`src/rtl/bcd_conv_sched_pkg.sv`:
```
// Shared types and constants for the shared serial binary-to-BCD converter.
package bcd_conv_sched_pkg;

  localparam int BCD_DIGITS = 3;
  localparam int DIGIT_W    = 4;
  localparam int OPERAND_W  = 8;
  localparam int ACC_W      = BCD_DIGITS * DIGIT_W;

  // Digits at or above this value are corrected by +3 before each shift
  localparam logic [DIGIT_W-1:0] ADD3_THRESH = 4'd5;

  typedef enum logic [1:0] {
    ST_IDLE  = 2'd0,
    ST_SHIFT = 2'd1,
    ST_DONE  = 2'd2
  } state_e;

endpackage

```
`src/rtl/bcd_conv_sched_dabble_step.sv`:
```
// One double-dabble step: add-3 correction on each BCD digit, then shift in one bit.
module bcd_dabble_step
  import bcd_conv_sched_pkg::*;
(
  input  logic [ACC_W-1:0] acc_i,
  input  logic             bit_i,
  output logic [ACC_W-1:0] acc_o
);

  // The hundreds digit never exceeds 2 for 8-bit operands, so its MSB is shifted out unused
  logic [ACC_W-2:0] adj;

  // Correct every digit >= 5, then shift left with the new operand bit at the bottom
  always_comb begin
    adj = acc_i[ACC_W-2:0];
    for (int d = 0; d < BCD_DIGITS - 1; d++) begin
      if (acc_i[d*DIGIT_W +: DIGIT_W] >= ADD3_THRESH)
        adj[d*DIGIT_W +: DIGIT_W] = acc_i[d*DIGIT_W +: DIGIT_W] + 4'd3;
    end
    if (acc_i[ACC_W-1 -: DIGIT_W] >= ADD3_THRESH)
      adj[ACC_W-2 -: DIGIT_W-1] = 3'(acc_i[ACC_W-1 -: DIGIT_W] + 4'd3);
    acc_o = {adj, bit_i};
  end

endmodule

```
`src/rtl/bcd_conv_sched.sv`:
```
// Round-robin shared binary-to-BCD converter: one request served at a time,
// converted serially one bit per clock, result returned with the requester ID.
//
// state    | meaning
// ST_IDLE  | waiting; grants the round-robin winner combinationally
// ST_SHIFT | 8 double-dabble steps, counter 7 down to 0
// ST_DONE  | one-cycle result-valid pulse
module bcd_conv_sched
  import bcd_conv_sched_pkg::*;
#(
  parameter int NUM_REQ = 2,
  parameter int ID_W    = 1
) (
  input  logic                     clock,
  input  logic                     resetn,
  input  logic [NUM_REQ-1:0]       req,
  input  logic [8*NUM_REQ-1:0]     binario_in,
  output logic [NUM_REQ-1:0]       gnt,
  output logic                     busy,
  output logic                     done,
  output logic [ID_W-1:0]          done_id,
  output logic [DIGIT_W-1:0]       centenas,
  output logic [DIGIT_W-1:0]       dezenas,
  output logic [DIGIT_W-1:0]       unidades
);

  state_e               state_q, state_d;
  logic [2:0]           cnt_q;
  logic [OPERAND_W-1:0] opnd_q;
  logic [ACC_W-1:0]     acc_q, acc_nxt;
  logic [ID_W-1:0]      id_q, last_q, done_id_q;
  logic [DIGIT_W-1:0]   cen_q, dez_q, uni_q;

  logic                 win_found;
  logic [ID_W-1:0]      win_idx, cand;
  logic [OPERAND_W-1:0] ops [NUM_REQ];

  // Unpack the per-requester operands
  always_comb begin
    for (int k = 0; k < NUM_REQ; k++) ops[k] = binario_in[k*OPERAND_W +: OPERAND_W];
  end

  // Round-robin search starting just after the last granted requester
  always_comb begin
    win_found = 1'b0;
    win_idx   = '0;
    cand      = '0;
    for (int i = 0; i < NUM_REQ; i++) begin
      cand = ID_W'((int'(last_q) + 1 + i) % NUM_REQ);
      if (!win_found && req[cand]) begin
        win_found = 1'b1;
        win_idx   = cand;
      end
    end
  end

  bcd_dabble_step u_step (
    .acc_i (acc_q),
    .bit_i (opnd_q[OPERAND_W-1]),
    .acc_o (acc_nxt)
  );

  // Next-state logic and combinational outputs
  always_comb begin
    state_d = state_q;
    gnt     = '0;
    case (state_q)
      ST_IDLE: begin
        if (win_found) begin
          state_d = ST_SHIFT;
          if (resetn) gnt = NUM_REQ'(1) << win_idx;
        end
      end
      ST_SHIFT: if (cnt_q == 3'd0) state_d = ST_DONE;
      ST_DONE:  state_d = ST_IDLE;
      default:  state_d = ST_IDLE;
    endcase
  end

  // State register and serial datapath
  always_ff @(posedge clock or negedge resetn) begin
    if (!resetn) begin
      state_q   <= ST_IDLE;
      cnt_q     <= '0;
      opnd_q    <= '0;
      acc_q     <= '0;
      id_q      <= '0;
      last_q    <= ID_W'(NUM_REQ - 1);
      done_id_q <= '0;
      cen_q     <= '0;
      dez_q     <= '0;
      uni_q     <= '0;
    end else begin
      state_q <= state_d;
      case (state_q)
        ST_IDLE: begin
          if (win_found) begin
            opnd_q <= ops[win_idx];
            id_q   <= win_idx;
            last_q <= win_idx;
            acc_q  <= '0;
            cnt_q  <= 3'd7;
          end
        end
        ST_SHIFT: begin
          acc_q  <= acc_nxt;
          opnd_q <= {opnd_q[OPERAND_W-2:0], 1'b0};
          cnt_q  <= cnt_q - 3'd1;
          if (cnt_q == 3'd0) begin
            cen_q     <= acc_nxt[3*DIGIT_W-1 -: DIGIT_W];
            dez_q     <= acc_nxt[2*DIGIT_W-1 -: DIGIT_W];
            uni_q     <= acc_nxt[DIGIT_W-1:0];
            done_id_q <= id_q;
          end
        end
        default: ;
      endcase
    end
  end

  assign busy     = (state_q != ST_IDLE);
  assign done     = (state_q == ST_DONE);
  assign done_id  = done_id_q;
  assign centenas = cen_q;
  assign dezenas  = dez_q;
  assign unidades = uni_q;

endmodule

```
`config.mk`:
```
export PLATFORM = sky130hd
export DESIGN_NAME = bcd_conv_sched
export DESIGN_NICKNAME = d
export VERILOG_FILES = /design/src/rtl/bcd_conv_sched_pkg.sv /design/src/rtl/bcd_conv_sched_dabble_step.sv /design/src/rtl/bcd_conv_sched.sv
export SDC_FILE = /design/constraint.sdc
export NUM_CORES = 1
export LEC_CHECK = 0
export BUFFER_PORTS_ARGS = -buffer_cell sky130_fd_sc_hd__buf_2
export CAP_MARGIN = 20
export CORE_UTILIZATION = 30
export DETAILED_ROUTE_END_ITERATION = 7
export PLACE_DENSITY = 0.58
export SYNTH_ARGS = -nofsm -noshare
export SYNTH_HDL_FRONTEND = slang
export SYNTH_SLANG_ARGS = --single-unit
```
`constraint.sdc`:
```
create_clock -name clock -period 2.05 [get_ports clock]
set_input_delay 0 -clock clock [delete_from_list [all_inputs] [get_ports clock]]
set_output_delay 0 -clock clock [all_outputs]
set_load 0.01 [all_outputs]
```
==> out/qor.yml, run 1 <==
run_status:
  status: "finished clean"
clock_network:
  ctsHtreeMaxLevel: 2
  cts.clk_slew.worst_paths_ns: 0.07
  post_cts_buffers: 0
  clock_latency_ns: 0.29
  clock-sinks: 40
  cts_tree: "built"
  root_buffer: "clkbuf_8"
  clockBufferDepth: 2
  cts_made_buffers: 5
global_route:
  grt_use_total_pct: 13.26
  antenna_found_initial: 0
  overflow: 0
  grt_pass1_vias: 1534
  grt_start_max_net_pins: 41
  grt_pass1_wl_mm: 7.293
worst_setup_path:
  critPathLaunchType: "input pin"
  reg2reg_to: "opnd_q[2]$_DFFE_PN0P_"
  cp_slowest_cell: "dlygate4sd3_1"
  path_class: "in -> reg"
  cp.buffers_inverters: 3
  path_delay_family: "buffers and inverters"
  end_kind: "register"
  crit_top_cell: "dlygate4sd3_1"
  r2r-start: "last_q$_DFFE_PN1P_"
  cp_max_fo: 11
  critPathArrivalTime_ns: 1.99
  cpPeakStageDelay_ns: 0.58
  reg2reg_slack_ns: 0.24
  cp_cell_sequence: "dlygate4sd3_1, buf_2, a21boi_4, mux2i_1, dlygate4sd3_1, o21ai_1"
  required_ns: 2.22
  r2r_cells: 4
logic_synthesis:
  synth_cells: 195
  synth-simple-area-share_pct: 14.56
  ys_top_cells_by_area: "dfrtp_1 49%, o21ai_1 7.8%, ha_1 5.0%, mux2i_1 3.5%, nand2_1 3.2%"
  muxShareOfSynthArea_pct: 6.364
  synthFlopType: "dfrtp_1"
  ys_ff_latch: 40
  avgSynthCellArea_um2: 10.18
  synth_area_um2: 1986
  synth_top_area_share_pct: 49.15
  synth_edf_count: 0
  synthArstFlopShare_pct: 100.0
  yosys.area.top_type: "dfrtp_1"
  synth_adder_area_share_pct: 5.041
  syn_nets: 223
  yosysWarnings: 0
  synth_top_family_by_area: "compound AO/OA/AOI/OAI gates"
  synth.distinct_cells: 38
  synth_xor_area_share_pct: 1.764
  synth_compound_area_share_pct: 16.57
  yosysSeqAreaShare_pct: 50.47
routing:
  drcViolationCount: 0
  drt_first_pass_iters: 4
  vias: 1577
  drt-total-wl_mm: 4.194
  drt_iter0_markers: 76
  routedWlPerCell_um: 12.83
  ant_nets: 0
  viasPerCell: 4.823
floorplanning:
  coreArea_um2: 6386
  die_h_um: 83.36
  die_x_um: 83.36
  placementRows: 29
  io_pins: 37
  floorplan.initialDensity_pct: 31.09
  die_area_um2: 6948
power:
  clkPwrFrac_pct: 15.7
  p_int_mw: 2.123
  p_leak_nw: 1.172
  power.density_nw_per_um2: 1412
  vdd_drop_max_uv: 529.1
  p_switching_mw: 1.391
  p_comb_share_pct: 44.5
  p_seq_share_pct: 39.8
  p_sw_share_pct: 39.58
timing:
  relSlewSlack_pct: 65.89
  finalHoldViolCount: 0
  clock_skew_ns: 0.009967
  fmax_ghz: 0.5507
  setup_viol: 0
  rsz0062_at_grt: "no"
  finalCritPeriodShare_pct: 88.58
  tightest_slew_ns: 0.5117
  tns_ns: 0
  setup_slack_ns: 0.2341
  finalMaxSlewViolations: 0
  layout_min_cycle_time_ns: 1.816
  holdWs_ns: 0.0001639
final_layout:
  antenna_cells: 0
  final_layout_size_suffix_gt1_share_pct: 25.20
  nets: 277
  final_cell_mix: "39 x dfrtp_1, 36 x buf_2, 31 x o21ai_1"
  layout_commonest_cell: "dfrtp_1"
  final_area_um2: 2489
  areaGrowthSynthToFinish_pct: 25.33
worst_hold_path:
  hold_depth: 3
  hold_start: "binario_in[9]"
  hold_path.class: "in -> reg"
  hold_end: "opnd_q[1]$_DFFE_PN0P_"
job:
  max_cap_violations: 0
placed_design:
  dp_hpwl_mm: 2.803
  dpl_cell_area_um2: 2248
  dp_slack_ns: 0.4389
  gp_congestion: 0.7700
  port-buffer-count: 36
==> timing repair <==
| item | 4_1_cts | 5_1_grt |
|---|---|---|
| hold endpoints to repair | 47 | 0 |
| resized for setup | 0 | 1 |
| hold buffers | 14 | 0 |
| setup endpoints to repair | 0 | 1 |
==> worst register-to-register path: stages (launching register included) <==
cell	delay (ns)
dfstp_2	0.40
a21boi_4	0.37
mux2i_1	0.27
dlygate4sd3_1	0.58
o21ai_1	0.06
==> power by group through the flow <==
| stage | clock network, mW | logic [mW] | registers (mW) |
|---|---|---|---|
| finish | 0.552 | 1.56 | 1.40 |
| global route | 0.596 | 1.79 | 1.45 |
| CTS | 0.565 | 1.59 | 1.40 |
| detailed placement | 0 | 1.55 | 1.41 |
| global placement | 0 | 1.53 | 1.40 |
| floorplan | 0 | 1.12 | 1.41 |
==> how the worst max path moves through the flow <==
stage                               to  depth (start not counted)  slack (ns)                 start
2_1_floorplan     acc_q[2]$_DFFE_PN0P_                          6        0.58  acc_q[0]$_DFFE_PN0P_
3_3_place_gp      acc_q[2]$_DFFE_PN0P_                          6        0.47  acc_q[0]$_DFFE_PN0P_
3_5_place_dp   unidades[2]$_DFFE_PN0P_                          6        0.44  acc_q[0]$_DFFE_PN0P_
4_1_cts          opnd_q[6]$_DFFE_PN0P_                          4        0.11    last_q$_DFFE_PN1P_
5_1_grt          opnd_q[2]$_DFFE_PN0P_                          6        0.14                req[0]
6_report         opnd_q[2]$_DFFE_PN0P_                          6        0.23                req[0]
==> state kept, by name (all words and copies together), names as in the netlist, 2 cells and up <==
signal,flops
unidades,4
state_q,2
acc_q,12
dezenas,4
centenas,4
cnt_q,3
opnd_q,8
==> through the flow <==
| stage | power, mW | util (%) | cells |
|---|---|---|---|
| 4_1_cts | 3.549 | 38.85 | 327 |
| 3_3_place_gp | 2.927 | 35.21 | 305 |
| 3_5_place_dp | 2.958 | 35.21 | 305 |
| 5_1_grt | 3.838 | 38.97 | 327 |
| 6_report | 3.514 | 38.97 | 327 |
| 2_1_floorplan | 2.530 | - | 195 |
==> per-layer routing <==
metal	vias up	part of all wire, %	wire, um	global-route usage [%]
li1	792	-	-	-
met1	758	47	1988	16.84
met2	17	47	1973	21.09
met3	10	2.5	104	2.783
met4	0	3.0	127	7.210
met5	-	0	0	0
==> logic make-up (layout without fill, tap and decap cells) <==
| logic type | Yosys count | count (layout) |
|---|---|---|
| AOI/OAI and AO/OA | 56 | 56 |
| and+or+nand+nor | 55 | 55 |
| DFF | 40 | 40 |
| buffers and inverters | 20 | 75 |
| muxes | 12 | 12 |
| adders and majority gates | 8 | 8 |
| xor gates and xnor gates | 4 | 4 |
==> synthesized netlist by cell type, drive strengths merged, types with 2 or more instances <==
| cell | count |
|---|---|
| a21oi | 9 |
| a22oi | 6 |
| and3 | 2 |
| buf | 10 |
| dfrtp | 39 |
| ha | 8 |
| inv | 10 |
| mux2 | 5 |
| mux2i | 7 |
| nand2 | 18 |
| nand2b | 4 |
| nand3 | 12 |
| nor2 | 4 |
| nor2b | 3 |
| nor3 | 4 |
| nor3b | 6 |
| o21ai | 34 |
| xnor2 | 4 |
==> area by class of cell <==
type	count	area (um2)
clock inverters	2	10.01
flip-flops and latches	40	1002
repair buffers	57	372.9
multi-input cells	135	887.1
fillers	654	3897
clock buffers	6	82.58
well taps	77	96.34
inverters	10	37.54
Note: power is estimated with default switching activity, not from simulation.
==> inputs of run 2 (changes only) <==
--- a/config.mk
+++ b/config.mk
@@ -9,7 +9,6 @@
 export CAP_MARGIN = 20
 export CORE_UTILIZATION = 30
 export DETAILED_ROUTE_END_ITERATION = 7
-export PLACE_DENSITY = 0.58
 export SYNTH_ARGS = -nofsm -noshare
 export SYNTH_HDL_FRONTEND = slang
 export SYNTH_SLANG_ARGS = --single-unit
==> run 2 against run 1 <==
Effect of this change:
- setup slack better by 0.042 ns
- register-to-register slack better by 0.06 ns
- maximum frequency up 2.4%
- core utilization up 0.73 points
- sequential power about the same
- routed wire length down 3.7%
- largest cell class unchanged
- global-route usage down 0.97 points
- largest power group unchanged
==> out/qor.yml, run 2 (synthesized netlist as in run 1, its figures left out) <==
timing:
  finalMaxSlewViolations: 0  # unchanged
  rsz0062_at_grt: "no"
  tightest_slew_ns: 1.035  # +0.5230 ns
  relSlewSlack_pct: 31.03  # -35 points
  setup_viol: 0  # unchanged
  clock_skew_ns: 0.01080  # +0.0008327 ns
  tns_ns: 0  # unchanged
  finalCritPeriodShare_pct: 86.51  # -2.1 points
  setup_slack_ns: 0.2765  # +0.04244 ns
  layout_min_cycle_time_ns: 1.774  # -0.04244 ns
  finalHoldViolCount: 0  # unchanged
  fmax_ghz: 0.5639  # +2.4%
clock_network:
  cts_made_buffers: 5  # unchanged
  clock_latency_ns: 0.29  # about the same
  root_buffer: "clkbuf_8"
  cts_tree: "built"
  clock-sinks: 40  # unchanged
  ctsHtreeMaxLevel: 2  # unchanged
  clockBufferDepth: 2  # unchanged
  post_cts_buffers: 0  # unchanged
  cts.clk_slew.worst_paths_ns: 0.08  # about the same
worst_setup_path:
  reg2reg_to: "opnd_q[1]$_DFFE_PN0P_"
  reg2reg_slack_ns: 0.30  # +0.06 ns
  path_class: "in -> reg"
  r2r-start: "last_q$_DFFE_PN1P_"
  cp_max_fo: 11  # unchanged
  critPathArrivalTime_ns: 1.91  # -0.08 ns
  end_kind: "register"
  required_ns: 2.19  # -0.03 ns
  critPathLaunchType: "input pin"
  r2r_cells: 4  # unchanged
final_layout:
  layout_commonest_cell: "dfrtp_1"
  largest_registers: "acc_q: 12 flops, opnd_q: 8 flops"
  seq_area_um2: 1002  # unchanged
  antenna_cells: 0  # unchanged
  final_layout_size_suffix_gt1_share_pct: 24.70  # -0.50 points
  top_register: "acc_q"
  final_util_pct: 39.69  # +0.73 points
  final_cell_mix: "39 x dfrtp_1, 36 x buf_2, 31 x o21ai_1"
  fillerInstances: 642  # -1.8%
  nets: 278  # +0.36%
  largest_reg_flops: 12  # unchanged
  fin_cells: 328  # +0.31%
  multi_input_area_um2: 887.1  # unchanged
  areaGrowthSynthToFinish_pct: 27.66
floorplanning:
  die_x_um: 83.36  # unchanged
  die_area_um2: 6948  # unchanged
  floorplan.initialDensity_pct: 31.09  # unchanged
  coreArea_um2: 6386  # unchanged
  die_h_um: 83.36  # unchanged
  io_pins: 37  # unchanged
  placementRows: 29  # unchanged
placed_design:
  gp_congestion: 0.7646  # -0.70%
  dp_hpwl_mm: 2.779  # -0.86%
  dpl.cell_count: 304  # -0.33%
  dp_slack_ns: 0.4594  # +0.02053 ns
  port-buffer-count: 36  # unchanged
global_route:
  grt_use_total_pct: 12.29  # -0.97 points
  gr-usage-met3_pct: 3.976  # +1.2 points
  antenna_found_initial: 0  # unchanged
  grt_pass1_wl_mm: 6.893  # -5.5%
  use_met2_pct: 19.00  # -2.1 points
  grt_start_max_net_pins: 37  # -9.8%
  grtUsageMet1_pct: 16.41  # -0.42 points
  grt_pass1_vias: 1535  # +0.065%
  busiest_layer: "met2"
  overflow: 0  # unchanged
run_status:
  status: "finished clean"
worst_hold_path:
  hold_path.class: "in -> reg"
  hold_depth: 3  # unchanged
  hold_start: "binario_in[12]"
  hold_end: "opnd_q[4]$_DFFE_PN0P_"
routing:
  vias: 1560  # -1.1%
  ant_nets: 0  # unchanged
  drt_first_pass_iters: 4  # unchanged
  routedWlPerCell_um: 12.31  # -4.0%
  drt-total-wl_mm: 4.039  # -3.7%
  drt_iter0_markers: 89  # +17%
  viasPerCell: 4.756  # -1.4%
  drcViolationCount: 0  # unchanged
power:
  vdd_drop_max_uv: 581.8  # +9.9%
  power.density_nw_per_um2: 1441  # +2.1%
  total_power_mw: 3.653  # +4.0%
  p_leak_nw: 1.190  # +1.5%
job:
  max_cap_violations: 0  # unchanged
-- run 2: what timing repair did --
action | in CTS | in global routing
setup endpoints to repair | 0 | 3
hold buffers | 16 | 0
gates resized for setup | 0 | 1
endpoints found under the hold margin | 49 | 0
-- run 2: worst max-delay path by stage --
| stage | slack [ns] | from | cells past startpoint | to |
|---|---|---|---|---|
| 6_report | 0.28 | req[0] | 6 | opnd_q[1]$_DFFE_PN0P_ |
| 4_1_cts | 0.10 | last_q$_DFFE_PN1P_ | 4 | opnd_q[1]$_DFFE_PN0P_ |
| 3_5_place_dp | 0.46 | acc_q[0]$_DFFE_PN0P_ | 6 | acc_q[2]$_DFFE_PN0P_ |
| 2_1_floorplan | 0.58 | acc_q[0]$_DFFE_PN0P_ | 6 | acc_q[2]$_DFFE_PN0P_ |
| 5_1_grt | 0.18 | state_q[0]$_DFFE_PN0P_ | 4 | gnt[0] |
| 3_3_place_gp | 0.52 | acc_q[8]$_DFFE_PN0P_ | 6 | centenas[2]$_DFFE_PN0P_ |
-- run 2: layer usage --
layer,vias to the layer above,wire length [um]
met1,744,2064
met5,-,0
li1,790,-
met3,2,110
met4,0,19
met2,24,1844
-- run 2: cell type report --
class / count / share of cell area, %
clock inverters: 1 / 1.185
repair buffers: 58 / 15.20
multi-input cells: 135 / 35.00
inverters: 10 / 1.481
clock buffers: 7 / 3.801
flip-flops and latches: 40 / 39.54
well taps: 77 / 3.801
-- run 2: critical path: stages --
cell	delay, ns
dlygate4sd3_1	0.53
buf_2	0.16
a21boi_4	0.37
mux2i_1	0.22
dlygate4sd3_1	0.56
o21ai_1	0.06
-- run 2: metrics by stage --
step	cell area [um2]	hold slack, ns
final	2535	0.01526
after global routing	2535	0.03982
after CTS	2527	0.003915
after detailed placement	2241	-0.1585
after global placement	2241	-0.1612
after floorplan	1986	-0.2956
-- run 2: report_power, final --
| group | leakage [nW] | internal [mW] | switching, mW | total (mW) |
|---|---|---|---|---|
| clock network | 0.0645 | 0.430 | 0.271 | 0.700 |
| registers | 0.499 | 1.15 | 0.249 | 1.39 |
| logic | 0.626 | 0.700 | 0.858 | 1.56 |
| total | 1.19 | 2.28 | 1.38 | 3.65 |
